`config.mk`:
```
export PLATFORM = sky130hd
export DESIGN_NAME = nibble_link_responder
export DESIGN_NICKNAME = d
export VERILOG_FILES = /design/src/rtl/nibble_link_responder.sv
export SDC_FILE = /design/constraint.sdc
export NUM_CORES = 1
export LEC_CHECK = 0
export ABC_AREA = 0
export CELL_PAD_IN_SITES_DETAIL_PLACEMENT = 1
export CELL_PAD_IN_SITES_GLOBAL_PLACEMENT = 1
export CORE_UTILIZATION = 46
export DETAILED_ROUTE_END_ITERATION = 6
export DONT_BUFFER_PORTS = 1
export GPL_TIMING_DRIVEN = 0
export PLACE_DENSITY_LB_ADDON = 0.2
export SLEW_MARGIN = 20
export SYNTH_ARGS = -nofsm -noshare
export SYNTH_HDL_FRONTEND = slang
export SYNTH_SLANG_ARGS = --single-unit
```
`constraint.sdc`:
```
create_clock -name clk -period 2.4 [get_ports clk]
set_input_delay 0.6 -clock clk [delete_from_list [all_inputs] [get_ports clk]]
set_output_delay 0.6 -clock clk [all_outputs]
set_load 0.01 [all_outputs]
```
`src/rtl/nibble_link_responder.sv`:
```
// rtl/nibble_link_responder.sv - nibble link target: frame deserializer, memory port, response serializer; optional MWAIT timeout via NIBBLE_LINK_TIMEOUT_EN
module nibble_link_responder #(
    parameter int AddrWidth     = 32,
    parameter int TimeoutCycles = 255
) (
    input  logic                 clk,
    input  logic                 rst_n,
    input  logic [3:0]           req_nib_i,
    input  logic                 req_valid_i,
    output logic                 req_ready_o,
    output logic [3:0]           rsp_nib_o,
    output logic                 rsp_valid_o,
    input  logic                 rsp_ready_i,
    output logic                 mem_req_o,
    input  logic                 mem_gnt_i,
    output logic                 mem_we_o,
    output logic [AddrWidth-1:0] mem_addr_o,
    output logic [31:0]          mem_wdata_o,
    output logic [3:0]           mem_be_o,
    input  logic                 mem_rvalid_i,
    input  logic [31:0]          mem_rdata_i,
    input  logic                 mem_err_i,
    output logic                 busy_o
);

    localparam int NA   = AddrWidth / 4;
    localparam int CntW = $clog2((NA > 9) ? NA : 9);
    localparam logic [CntW-1:0] AddrLast  = CntW'(NA - 1);
    localparam logic [CntW-1:0] WdataLast = CntW'(7);
    localparam logic [CntW-1:0] RdataLast = CntW'(8);

    localparam logic [2:0] HDR   = 3'd0;
    localparam logic [2:0] ADDR  = 3'd1;
    localparam logic [2:0] WDATA = 3'd2;
    localparam logic [2:0] STRB  = 3'd3;
    localparam logic [2:0] MREQ  = 3'd4;
    localparam logic [2:0] MWAIT = 3'd5;
    localparam logic [2:0] RSP   = 3'd6;

    logic [2:0]           state;
    logic [CntW-1:0]      cnt;
    logic                 we_q;
    logic                 rsvd_q;
    logic [AddrWidth-1:0] addr_q;
    logic [31:0]          wdata_q;
    logic [3:0]           be_q;
    logic [35:0]          rsp_sr;
    logic                 rvalid_ok;
    logic                 timeout_hit;
    logic                 rsp_last;

    // Writes answer with the status nibble only; reads add eight data nibbles.
    assign rsp_last = we_q || (cnt == RdataLast);

`ifdef NIBBLE_LINK_TIMEOUT_EN
    localparam int TW = ($clog2(TimeoutCycles + 1) > 8) ? $clog2(TimeoutCycles + 1) : 8;
    localparam logic [TW-1:0] TLast = TW'(TimeoutCycles - 1);

    logic [TW-1:0] tcnt;
    logic [3:0]    late_cnt;

    // Every aborted access still owes one rvalid; swallow those before trusting rvalid again.
    assign rvalid_ok   = mem_rvalid_i && (late_cnt == 4'd0);
    assign timeout_hit = (state == MWAIT) && !rvalid_ok && (tcnt == TLast);

    always_ff @(posedge clk) begin
        if (!rst_n) begin
            tcnt     <= '0;
            late_cnt <= 4'd0;
        end else begin
            if (state != MWAIT) begin
                tcnt <= '0;
            end else if (!rvalid_ok) begin
                tcnt <= tcnt + 1'b1;
            end
            case ({timeout_hit, mem_rvalid_i && (late_cnt != 4'd0)})
                2'b10:   late_cnt <= late_cnt + 4'd1;
                2'b01:   late_cnt <= late_cnt - 4'd1;
                default: late_cnt <= late_cnt;
            endcase
        end
    end
`else
    logic unused_timeout_cfg;

    assign rvalid_ok          = mem_rvalid_i;
    assign timeout_hit        = 1'b0;
    assign unused_timeout_cfg = (TimeoutCycles > 0);
`endif

    always_ff @(posedge clk) begin
        if (!rst_n) begin
            state   <= HDR;
            cnt     <= '0;
            we_q    <= 1'b0;
            rsvd_q  <= 1'b0;
            addr_q  <= '0;
            wdata_q <= '0;
            be_q    <= 4'h0;
            rsp_sr  <= '0;
        end else begin
            case (state)
                HDR: if (req_valid_i) begin
                    we_q    <= req_nib_i[3];
                    rsvd_q  <= |req_nib_i[2:0];
                    wdata_q <= '0;
                    be_q    <= 4'hF;
                    cnt     <= '0;
                    state   <= ADDR;
                end
                ADDR: if (req_valid_i) begin
                    addr_q[4*cnt +: 4] <= req_nib_i;
                    if (cnt == AddrLast) begin
                        cnt <= '0;
                        if (we_q) begin
                            state <= WDATA;
                        end else if (rsvd_q) begin
                            rsp_sr <= {32'h0, 4'h3};
                            state  <= RSP;
                        end else begin
                            state <= MREQ;
                        end
                    end else begin
                        cnt <= cnt + 1'b1;
                    end
                end
                WDATA: if (req_valid_i) begin
                    wdata_q <= {req_nib_i, wdata_q[31:4]};
                    if (cnt == WdataLast) begin
                        cnt   <= '0;
                        state <= STRB;
                    end else begin
                        cnt <= cnt + 1'b1;
                    end
                end
                STRB: if (req_valid_i) begin
                    be_q <= req_nib_i;
                    if (rsvd_q) begin
                        rsp_sr <= {32'h0, 4'h3};
                        state  <= RSP;
                    end else begin
                        state <= MREQ;
                    end
                end
                MREQ: if (mem_gnt_i) begin
                    state <= MWAIT;
                end
                MWAIT: begin
                    if (rvalid_ok) begin
                        rsp_sr <= {mem_rdata_i, 3'b000, mem_err_i};
                        cnt    <= '0;
                        state  <= RSP;
                    end else if (timeout_hit) begin
                        rsp_sr <= {32'h0, 4'h2};
                        cnt    <= '0;
                        state  <= RSP;
                    end
                end
                RSP: if (rsp_ready_i) begin
                    rsp_sr <= {4'h0, rsp_sr[35:4]};
                    if (rsp_last) begin
                        cnt   <= '0;
                        state <= HDR;
                    end else begin
                        cnt <= cnt + 1'b1;
                    end
                end
                default: state <= HDR;
            endcase
        end
    end

    assign req_ready_o = (state == HDR) || (state == ADDR) || (state == WDATA) || (state == STRB);
    assign rsp_valid_o = (state == RSP);
    assign rsp_nib_o   = rsp_sr[3:0];
    assign mem_req_o   = (state == MREQ);
    assign mem_we_o    = we_q;
    assign mem_addr_o  = addr_q;
    assign mem_wdata_o = wdata_q;
    assign mem_be_o    = be_q;
    assign busy_o      = (state != HDR);

endmodule
```
Word-level counts from Yosys, hierarchy flattened
Cells that the tools add are included.

Equality and inequality tests: 20. Multiplexer cells: 35. Add/subtract/negate cells: 2. Shifts and indexed selects: 2. Reduce and logical (&&, ||, !) cells: 19.

Operators with widths (count): 2-to-1 mux 36 bit (7); case mux 36 bit (4 select lines) (1); 2-to-1 mux 32 bit (2); case mux 32 bit (2 select lines) (1); negator 6 -> 34 bit (1); variable shift 4 x 34 -> 32 bit, first input constant (1); variable part select 4 x 34 -> 32 bit (1); 2-to-1 mux 3 bit (11); bitwise mux 32 bit (1); 2-to-1 mux 4 bit (8); case mux 3 bit (7 select lines) (1); != test 2 bit, second input constant (8); case mux 4 bit (4 select lines) (1); AND reduction 10 bit (1); == test 3 bit, second input constant (3); != test 2 x 1 -> 1 bit, second input constant (4); case mux 4 bit (2 select lines) (1); nonzero test 4 bit (2); AND reduction 7 bit (1); == test 3 x 2 -> 1 bit, second input constant (2); AND reduction 3 bit (2); AND reduction 5 bit (1); adder 4 x 1 -> 4 bit, second input constant (1); == test 4 x 3 -> 1 bit, second input constant (1); other kinds (10) (15).

Bits in registers: 113. Input port bits: 43. Logic and storage cells: 86. Output and inout bits: 77.

Logic depth before layout (Yosys ltp)
Gate-level depths: netlist of the first run.

Depth in word-level cells: 5. Mapped depth: 9. Mapped depth without buffers: 7.

Least setup slack after synthesis of the first run
Ideal clock, no wire load.

Kind: register to register. Start point: register cnt[0]. End point: register cnt[3]. Data required time: 2.324 ns. Period minus slack after synthesis: 2.112 ns. Library setup time: 0.076 ns. Cell stages (with the launch flop): 9. Data arrival time: 2.036 ns. Path slack: 0.288 ns. Path buffers: 1. Path through: dfxtp_1 > clkbuf_1 > inv_1 > ha_1 > and3b_1 > nor4_1 > a21oi_1 > or4_1 > a31oi_1.

Longest elaborated chain between the ends: 5. Elaborated cells on any way between the ends: 9. Those cells by class: add/sub (1); eq/ne (2); mux (5); reduce/logical (1).

RTL lines: start, declared (RTL line 41) `logic [CntW-1:0] cnt;`; start signal, assigned (RTL line 124) `cnt <= cnt + 1'b1;`; start signal, assigned (RTL line 133) `cnt <= cnt + 1'b1;`; start signal, assigned (RTL line 165) `cnt <= cnt + 1'b1;`; branches (longest 4 deep; another with adder 4 x 1 -> 4 bit); case mux 4 bit (4 select lines) (*) (RTL line 102) `case (state)`.

Mark *: on every way between the ends. The select of a mux whose other input is x is not followed. A chain may end at the register's enable or synchronous reset.

Worst setup path in the final report of the first run
Start point: register state[1]. End point: output port busy_o.

Longest elaborated chain between the ends: 1.

RTL lines: start, declared (RTL line 40) `logic [2:0] state;`; start signal, assigned (RTL line 93) `state <= HDR;`; start signal, assigned (RTL line 109) `state <= ADDR;`; start signal, assigned (RTL line 116) `state <= WDATA;`; nonzero test 3 bit (RTL line 181) `assign busy_o = (state != HDR);`; end, declared (RTL line 23) `output logic busy_o`.

Every way passes these cells.

==> reports/results.tsv, run 1 <==
stage	metric	value	unit
synth	async_reset_ff_share	0	%
detailed_routing	num_vias	4211	
die	initial_core_util	47.1	%
min_path	whs_endpoint	rsp_sr[33]	
final_layout	nNetsFinal	630	
timing	max-slew-margin-rel	55.3	%
grt	grt_pass1_wl	22.1	mm
timing	finalSetupViolations	0	
critical_path	cp-start-kind	flop	
timing	hold_viol_final	0	
die	rows	37	
critical_path	cp_common_cell	clkbuf_4	
grt	grt_max_degree	17	
final_layout	antenna_cells	0	
final_layout	finalInstanceArea	0.00564	sq mm
min_path	hold_path.startpoint	mem_rdata_i[29]	
final_layout	fin_util	54.8	%
pwr	comb_power_share	22.7	%
detailed_routing	drt_iter0_drc	246	
cts	clk_path_buf_depth	2	
flow_run	max-cap-violations	0	
timing	fin_hold_ws	0.203	ns
final_layout	area_growth	16.6	%
die	io_pins	120	
synth	syn_area	0.00484	sq mm
synth	synth_seq_cells	113	
timing	worst_pin_slew	0.671	ns
cts	cts-root-buf	clkbuf_8	
cts	clk_latency	0.51	ns
detailed_routing	ant_nets	0	
die	core_area	0.0103	sq mm
placement	gp_congestion	0.830	
critical_path	crit_slowest_cell	or3_4	
placement	port_buffers	0	
pwr	swShare	31.9	%
synth	synth_warnings	0	
grt	gr-usage-met2	42.8	%
grt	grt_pass1_vias	4297	
status	status	finished, final reports clean	
grt	use_met3	9.42	%
synth	synth_cell_type_count	48	
pwr	power.leakage	1.94	nW
min_path	hold_depth	2	
placement	placed_area	0.00501	sq mm
grt	grtUsageTotal	25.6	%
detailed_routing	via_per_inst	5.74	
timing	max_freq	0.430	GHz
critical_path	cp.required	1.80	ns
critical_path	arrival	1.73	ns
pwr	pwr-share-clk	40.4	%
critical_path	path_cells	clkbuf_4, clkbuf_4, or3_4	
detailed_routing	drc	0	
critical_path	rr_worst_depth	9	
timing	setup_tns	0	ns
critical_path	critical-path-max-stage-delay	0.43	ns
detailed_routing	wirelength	13.7	mm
pwr	power_density	1060	mW/mm^2
pwr	p_sw	0.00191	W
synth	synth_top_area_share	46.8	%
placement	dpl.hpwl	9.58	mm
cts	cts_tree	done	
cts	clkTransAtPathRegs	0.05	ns
timing	drv_slew	0	
die	die_h	105	um
critical_path	critPathTopFamily	simple AND/OR/NAND/NOR gates	
synth	syn_inst	569	
min_path	hold_class	in2reg	
synth	yosys.area.top_type	dfxtp_1	
grt	grt_busiest_layer	met2	
synth	synth_edf_count	0	
timing	period_share	97.0	%
die	die_w	105	um
pwr	total_power	0.00599	W
critical_path	r2r-end	rsp_sr[0]	
grt	grt_antenna_before_repair	0	
synth	synthesis.nets	615	
synth	synthTopCellsByArea	dfxtp_1 (47%), mux2i_1 (5.8%), nor2_1 (5.0%)	
synth	avgSynthCellArea	8.50	sq um
timing	finalClockSkew	0.0102	ns
die	dieArea	0.0109	sq mm
pwr	ir_worst_vdd	0.443	mV
critical_path	r2r_slack	0.08	ns
detailed_routing	wl_per_cell	18.7	um
cts	clock_sinks	113	
cts	cts_made_buffers	17	
critical_path	path_class	reg2out	
final_layout	final_common_cell	dfxtp_1	
grt	grt-ovfl-total	0	
pwr	p_int	0.00408	W
critical_path	r2r_start	state[2]	
synth	yosys_most_used_dff	dfxtp_1	
cts	cts_max_level	4	
pwr	p_seq_share	36.9	%
timing	period_minus_slack	2.33	ns
critical_path	critPathBufInv	2	
synth	ys_seq_area_share	46.8	%
critical_path	worst_setup_path_end_kind	output pin	
cts	cts_hold_buf	0	
critical_path	worstPathMaxFanout	10	
detailed_routing	firstDrtPassIters	4	
grt	met1_usage	30.1	%
final_layout	drive_above_1_share	12.1	%
final_layout	layout_common_cells	dfxtp_1 (112), nand2_1 (63), nor2_1 (62)	
## power groups by stage
stage | Clock [W] | Sequential (W) | Combinational [W]
4_1_cts | 0.00246 | 0.00219 | 0.00136
6_report | 0.00242 | 0.00221 | 0.00136
2_1_floorplan | 0 | 0.00217 | 0.00100
3_5_place_dp | 0 | 0.00221 | 0.00132
5_1_grt | 0.00255 | 0.00224 | 0.00150
3_3_place_gp | 0 | 0.00220 | 0.00126
## sequential cells by signal (all words and copies together) (netlist names)
register     count
cnt              4
mem_addr_o      32
mem_be_o         4
mem_wdata_o     32
mem_we_o         1
rsp_sr          36
rsvd_q           1
state            3
## stage by stage
stage,instances,setup WS [ns]
floorplan,569,0.288
global placement,705,0.0330
detailed placement,705,-0.0752
CTS,736,-0.00853
global route,733,-0.0695
finish,733,0.0731
## routing by layer
| layer | routed length (um) | up-vias | part of all wire (%) |
|---|---|---|---|
| met1 | 5880 | 2042 | 43 |
| met3 | 796 | 12 | 5.8 |
| met2 | 6910 | 113 | 50 |
| met4 | 155 | 0 | 1.1 |
| met5 | 0 | - | 0 |
| li1 | - | 2044 | - |
## area by class of cell
type	count	area, sq um
clock inverter	10	108
sequential	113	2260
buffer	48	239
multi-input combinational	397	2350
tap	136	170
fill	1229	4640
clock buffer	22	473
inverter	7	28.8
## logic make-up after synthesis
family / share of synthesized area (%)
compound gates: 19.1
xor+xnor: 0.362
fa+ha+maj: 0.776
buf+inv: 5.43
flops: 46.8
mux: 5.80
simple gates: 21.7
## worst max path at each step
stage,start,end,slack [ns],depth (start not counted)
floorplan,cnt[0],cnt[3],0.29,8
global placement,state[0],rsp_sr[0],0.03,8
detailed placement,cnt[0],cnt[3],-0.08,8
CTS,state[0],rsp_valid_o,-0.009,4
global route,cnt[1],rsp_sr[0],-0.07,8
finish,state[1],busy_o,0.07,3
## cells in the mapped netlist, types with 2 or more instances
cell type  count
dfxtp_1      113
nor2_1        65
nand2_1       63
a21oi_1       45
nand3_1       42
clkbuf_1      36
a22oi_1       28
mux2i_1       28
a211oi_1      25
o21ai_0       21
nor2b_1       10
nor3_1         8
buf_2          6
a211oi_2       5
and2_1         5
buf_4          5
inv_1          5
nand2b_1       5
nor3b_1        5
a31oi_1        4
and3_1         4
buf_1          3
ha_1           3
a311oi_1       2
buf_6          2
clkinv_1       2
nand3b_1       2
nand4b_1       2
o2111a_1       2
o21a_1         2
o22ai_1        2
or3b_2         2
or4_1          2
## repair_timing
item,4_1_cts,5_1_grt
hold endpoints to repair,0,0
setup buffers,0,0
setup endpoints to repair,29,60
resized for setup,14,12
No activity file was read; power rests on OpenSTA's default activity.
==> run 2: changes to the inputs <==
- CORE_ASPECT_RATIO: unset -> 1.75
==> run 2 against run 1 <==
Effect of this change:
- highest routed layer unchanged
- count of clock-buffer cells in the layout down 4
- final area up 0.20%
- critical endpoint is now rsp_sr[0]
- first-iteration DRC count down 42%
- critical path depth up 5
- non-clock buffer count unchanged
- clock skew down 0.0028 ns
- routed wire length up 3.4%
- sequential power about the same
==> reports/results.tsv, run 2 (same netlist as run 1, synthesis figures left out) <==
stage	metric	value	unit	change
final_layout	area_growth	16.8	%	
placement	port_buffers	0		unchanged
final_layout	final_common_cell	dfxtp_1		
grt	grt_pass1_vias	4570		+6.4%
timing	period_share	94.6	%	-2.3 points
critical_path	crit_slowest_cell	or4_1		
timing	finalSetupViolations	0		unchanged
detailed_routing	drt_iter0_drc	142		-42%
die	io_pins	120		unchanged
critical_path	cp_common_cell	buf_2		
final_layout	n_fill_cell	1207		-1.8%
timing	period_minus_slack	2.27	ns	-0.0553 ns
placement	place_inst	696		-1.3%
critical_path	cp-endpoint	rsp_sr[0]		
die	die_w	79.5	um	-24%
critical_path	r2r-end	rsp_sr[0]		
detailed_routing	ant_nets	0		unchanged
detailed_routing	drc	0		unchanged
critical_path	critical-path-max-stage-delay	0.52	ns	+0.09 ns
detailed_routing	via_per_inst	5.89		+2.6%
grt	grt_antenna_before_repair	0		unchanged
cts	cts_made_buffers	17		unchanged
cts	clkTransAtPathRegs	0.06	ns	about the same
cts	clk_latency	0.41	ns	-0.10 ns
pwr	ir_worst_vdd	0.685	mV	+55%
grt	grt_pass1_wl	22.4	mm	+1.1%
die	die_h	138	um	+32%
grt	grt-ovfl-total	0		unchanged
placement	dpl.hpwl	10.3	mm	+7.4%
cts	cts-root-buf	clkbuf_16		
final_layout	fin_cells	724		-1.2%
timing	finalClockSkew	0.00739	ns	-0.00284 ns
pwr	power.leakage	1.95	nW	+0.65%
die	initial_core_util	47.2	%	+0.18 points
timing	rsz0062_at_grt	no		
critical_path	worst_setup_path_end_kind	flop		
cts	clock_sinks	113		unchanged
detailed_routing	firstDrtPassIters	4		unchanged
critical_path	cp.required	2.67	ns	+0.87 ns
timing	drv_slew	0		unchanged
min_path	hold_class	in2reg		
cts	cts_tree	done		
final_layout	largest_reg_flops	36		unchanged
final_layout	register_area	0.00226	sq mm	about the same
cts	clk_path_buf_depth	2		unchanged
final_layout	multiInputGateArea	0.00236	sq mm	about the same
critical_path	path_class	reg2reg		
final_layout	nNetsFinal	630		unchanged
detailed_routing	wirelength	14.2	mm	+3.4%
timing	max-slew-margin-rel	56.6	%	+1.3 points
die	dieArea	0.0109	sq mm	+0.15%
critical_path	r2r_slack	0.13	ns	+0.05 ns
final_layout	layout_common_cells	dfxtp_1 (113), nand2_1 (63), nor2_1 (62)		
cts	cts_max_level	4		unchanged
critical_path	cp-start-kind	flop		
grt	grtUsageTotal	26.7	%	+1.1 points
critical_path	rr_worst_depth	8		-1
critical_path	setup.worst_path.start	state[2]		
cts	cts_hold_buf	0		unchanged
critical_path	arrival	2.54	ns	+0.81 ns
status	status	finished, final reports clean		
final_layout	antenna_cells	0		unchanged
timing	worst_pin_slew	0.651	ns	-0.0197 ns
critical_path	r2r_start	state[2]		
die	rows	49		+32%
grt	grt_max_degree	17		unchanged
flow_run	max-cap-violations	0		unchanged
die	core_area	0.0102	sq mm	-0.38%
pwr	power_density	1080	mW/mm^2	+1.7%
final_layout	top_register	rsp_sr		
placement	gp_congestion	0.874		+5.3%
timing	hold_viol_final	0		unchanged
timing	max_freq	0.440	GHz	+2.4%
detailed_routing	num_vias	4267		+1.3%
cts	post_cts_buffers	0		unchanged
final_layout	drive_above_1_share	11.9	%	-0.17 points
critical_path	worstPathMaxFanout	10		unchanged
timing	setup_tns	0	ns	unchanged
critical_path	path_cells	buf_2, nand2b_4, buf_6, or4_1, a31oi_2, buf_4, buf_2, a31oi_1		
detailed_routing	wl_per_cell	19.6	um	+4.7%
## run 2: final cells by class
class                   instances  area share [%]
inverters                       7           0.487
flip-flops and latches        113            40.1
clock buffers                  18            7.78
well taps                     127            2.81
clock inverters                14            2.92
plain buffers                  48            4.23
multi-input cells             397            41.7
## run 2: where the power goes
part	internal, W	switching (W)	total (W)	leakage, nW
clock	0.00165	0.000891	0.00254	0.295
sequential	0.00204	0.000165	0.00221	0.913
combinational	0.000462	0.000896	0.00136	0.742
## run 2: critical path, delay by kind of cell (launching register included)
| kind | cells | cell delay [ns] |
|---|---|---|
| AO/OA/AOI/OAI | 2 | 0.38 |
| flip-flops | 1 | 0.29 |
| AND/OR/NAND/NOR | 2 | 0.67 |
| buffers and inverters | 4 | 0.79 |
## run 2: routing by layer
| layer | vias up | global-route usage [%] | part of all wire [%] |
|---|---|---|---|
| met4 | 0 | 11.4 | 2.3 |
| li1 | 2048 | - | - |
| met1 | 2082 | 25.6 | 35 |
| met3 | 27 | 9.07 | 7.1 |
| met5 | - | 0 | 0 |
| met2 | 110 | 50.3 | 55 |
## run 2: per-stage QoR
| step | total power, W | setup WS, ns | util [%] | area [sq um] | hold slack (ns) |
|---|---|---|---|---|---|
| 3_5_place_dp | 0.00353 | -0.149 | 48.8 | 4990 | 0.457 |
| 4_1_cts | 0.00613 | 0.0102 | 54.9 | 5620 | 0.295 |
| 6_report | 0.00611 | 0.128 | 55.2 | 5650 | 0.305 |
| 5_1_grt | 0.00642 | 0.00411 | 55.2 | 5650 | 0.306 |
| 3_3_place_gp | 0.00346 | 0.0205 | 48.8 | 4990 | 0.446 |
| 2_1_floorplan | 0.00317 | 0.288 | - | 4840 | 0.436 |
## run 2: repair_timing
action                     CTS  global route
setup endpoints to repair   35            57
resized for setup           11            12
cloned                       0             0
## run 2: worst min-delay path by stage
stage                                from          to  slack (ns)  cells past startpoint
after floorplan                rsp_sr[32]  rsp_sr[32]        0.44                      2
after global placement         rsp_sr[32]  rsp_sr[32]        0.45                      2
after detailed placement       rsp_sr[35]  rsp_sr[35]        0.46                      2
after CTS                 mem_rdata_i[29]  rsp_sr[33]        0.29                      2
after global routing      mem_rdata_i[30]  rsp_sr[34]        0.31                      2
final                     mem_rdata_i[29]  rsp_sr[33]        0.31                      2
==> run 3: changes to the inputs <==
- CORE_ASPECT_RATIO: 1.75 -> 0.9
- CTS_CLUSTER_DIAMETER: unset -> 50
==> run 3 against run 2 <==
Effect of this change:
- non-clock buffer count is the same
- largest cell class unchanged
- first-iteration DRC count is 51% higher
- routed wire length shrank 3.5%
- critical path type is now reg2out
- final area about the same
- cell count grew 0.28%
- global-route usage down 0.31 points
- hold slack better by 0.00081 ns
- total power barely moved
- die area decreased by 0.14%
- clock skew decreased by 0.0013 ns
- largest power group unchanged
==> reports/results.tsv, run 3 (same netlist as run 1, synthesis figures left out) <==
stage	metric	value	unit	change
timing	max-slew-margin-rel	58.2	%	+1.6 points
detailed_routing	via_per_inst	5.76		-2.2%
flow_run	max-cap-violations	0		unchanged
grt	grt_pass1_wl	22.1	mm	-1.2%
timing	setup_tns	0	ns	unchanged
timing	finalClockSkew	0.00609	ns	-0.00130 ns
timing	drv_slew	0		unchanged
timing	fin_hold_ws	0.306	ns	+0.000810 ns
timing	worst_pin_slew	0.628	ns	-0.0234 ns
grt	grt-ovfl-total	0		unchanged
timing	finalSetupViolations	0		unchanged
final_layout	drive_above_1_share	11.2	%	-0.67 points
critical_path	path_class	reg2out		
detailed_routing	firstDrtPassIters	4		unchanged
placement	port_buffers	0		unchanged
cts	clkTransAtPathRegs	0.05	ns	about the same
final_layout	fin_cells	726		+0.28%
cts	cts-root-buf	clkbuf_16		
final_layout	nNetsFinal	630		unchanged
critical_path	cp.required	1.80	ns	-0.87 ns
pwr	power.leakage	1.94	nW	-0.43%
cts	clk_path_buf_depth	2		unchanged
detailed_routing	wl_met3	872	um	-13%
placement	dpl.hpwl	9.59	mm	-6.8%
die	io_pins	120		unchanged
critical_path	r2r_start	cnt[0]		
timing	max_freq	0.431	GHz	-2.1%
placement	gp_congestion	0.801		-8.4%
final_layout	top_register	rsp_sr		
critical_path	rr_worst_depth	7		-1
final_layout	antenna_cells	0		unchanged
min_path	whs_endpoint	rsp_sr[32]		
final_layout	register_area	0.00226	sq mm	unchanged
timing	period_minus_slack	2.32	ns	+0.0476 ns
detailed_routing	met1_length	5.88	mm	+18%
detailed_routing	dr_wl_met2	6.78	mm	-14%
timing	hold_viol_final	0		unchanged
detailed_routing	wirelength	13.7	mm	-3.5%
critical_path	arrival	1.72	ns	-0.82 ns
cts	clock_sinks	113		unchanged
final_layout	finalInstanceArea	0.00565	sq mm	about the same
cts	cts_hold_buf	0		unchanged
grt	grtUsageTotal	26.4	%	-0.31 points
pwr	power_density	1080	mW/mm^2	about the same
cts	cts_made_buffers	17		unchanged
die	die_h	99.3	um	-28%
die	dieArea	0.0109	sq mm	-0.14%
final_layout	fin_util	55.1	%	-0.072 points
final_layout	area_growth	16.7	%	about the same
final_layout	layout_common_cells	dfxtp_1 (113), nand2_1 (63), nor2_1 (62)		
detailed_routing	drt_iter0_drc	215		+51%
final_layout	n_fill_cell	1206		-0.083%
cts	cts_resized	9		-2
die	rows	35		-29%
die	core_area	0.0102	sq mm	about the same
detailed_routing	dr.max_layer_used	met4		
critical_path	worstPathMaxFanout	10		unchanged
timing	rsz0062_at_grt	no		
die	initial_core_util	47.2	%	about the same
critical_path	cp-start-kind	flop		
placement	placed_area	0.00500	sq mm	about the same
cts	cts_max_level	4		unchanged
min_path	hold_path.startpoint	mem_rdata_i[28]		
timing	period_share	96.6	%	+2.0 points
status	status	finished, final reports clean		
critical_path	r2r-end	mem_addr_o[0]		
critical_path	worst_setup_path_end_kind	output pin		
die	die_w	110	um	+38%
final_layout	largest_reg_flops	36		unchanged
final_layout	multiInputGateArea	0.00235	sq mm	-0.21%
min_path	hold_class	in2reg		
grt	grt_antenna_before_repair	0		unchanged
critical_path	r2r_slack	0.14	ns	about the same
detailed_routing	drc	0		unchanged
detailed_routing	wl_per_cell	18.9	um	-3.7%
cts	cts_tree	done		
grt	grt_pass1_vias	4422		-3.2%
cts	clk_latency	0.41	ns	about the same
grt	grt_max_degree	17		unchanged
placement	place_inst	698		+0.29%
min_path	hold_depth	2		unchanged
cts	post_cts_buffers	0		unchanged
final_layout	final_common_cell	dfxtp_1		
detailed_routing	ant_nets	0		unchanged
detailed_routing	num_vias	4183		-2.0%
pwr	ir_worst_vdd	0.608	mV	-11%
==> run 3: cell count changes in the layout (fill, tap and decap cells not counted), sizes merged <==
cell | previous run | this run
clkbuf | 50 | 55
clkinv | 11 | 6
buf | 16 | 15
clkinvlp | 2 | 3
==> run 3: layout make-up <==
type,count,area share [%]
Multi-Input combinational cell,397,41.6
Sequential cell,113,40.1
Clock buffer,22,8.40
Buffer,48,4.19
Tap cell,129,2.86
Clock inverter,10,2.35
Inverter,7,0.488
==> run 3: metrics by stage <==
step / total power [W] / setup WS (ns)
final: 0.00611 / 0.0808
after global routing: 0.00641 / 0.0134
after CTS: 0.00612 / -0.0298
after detailed placement: 0.00352 / -0.0716
after global placement: 0.00346 / 0.0442
after floorplan: 0.00317 / 0.288
==> run 3: worst max-delay path by stage <==
stage                          end     start  slack (ns)
floorplan                   cnt[3]    cnt[0]        0.29
global placement            cnt[3]    cnt[0]        0.04
detailed placement          cnt[3]    cnt[0]       -0.07
CTS                 mem_addr_o[24]  state[0]       -0.03
global route         mem_addr_o[0]    cnt[0]        0.01
finish                      busy_o  state[1]        0.08
==> run 3: power breakdown <==
| group | total [W] | internal [W] | switching (W) |
|---|---|---|---|
| clock | 0.00256 | 0.00171 | 0.000859 |
| sequential | 0.00221 | 0.00204 | 0.000164 |
| combinational | 0.00133 | 0.000441 | 0.000893 |
| total | 0.00611 | 0.00419 | 0.00192 |
==> run 3: worst max-delay path, cell delays in order (launching register included) <==
cell and delay (ns):
dfxtp_1 0.39, clkbuf_4 0.22, clkbuf_2 0.22, or3_1 0.48
==> run 3: per-layer routing <==
| metal | global-route usage [%] | up-vias |
|---|---|---|
| met5 | 0 | - |
| met4 | 9.54 | 0 |
| met3 | 8.39 | 14 |
| met1 | 31.1 | 2043 |
| li1 | - | 2042 |
| met2 | 44.5 | 84 |
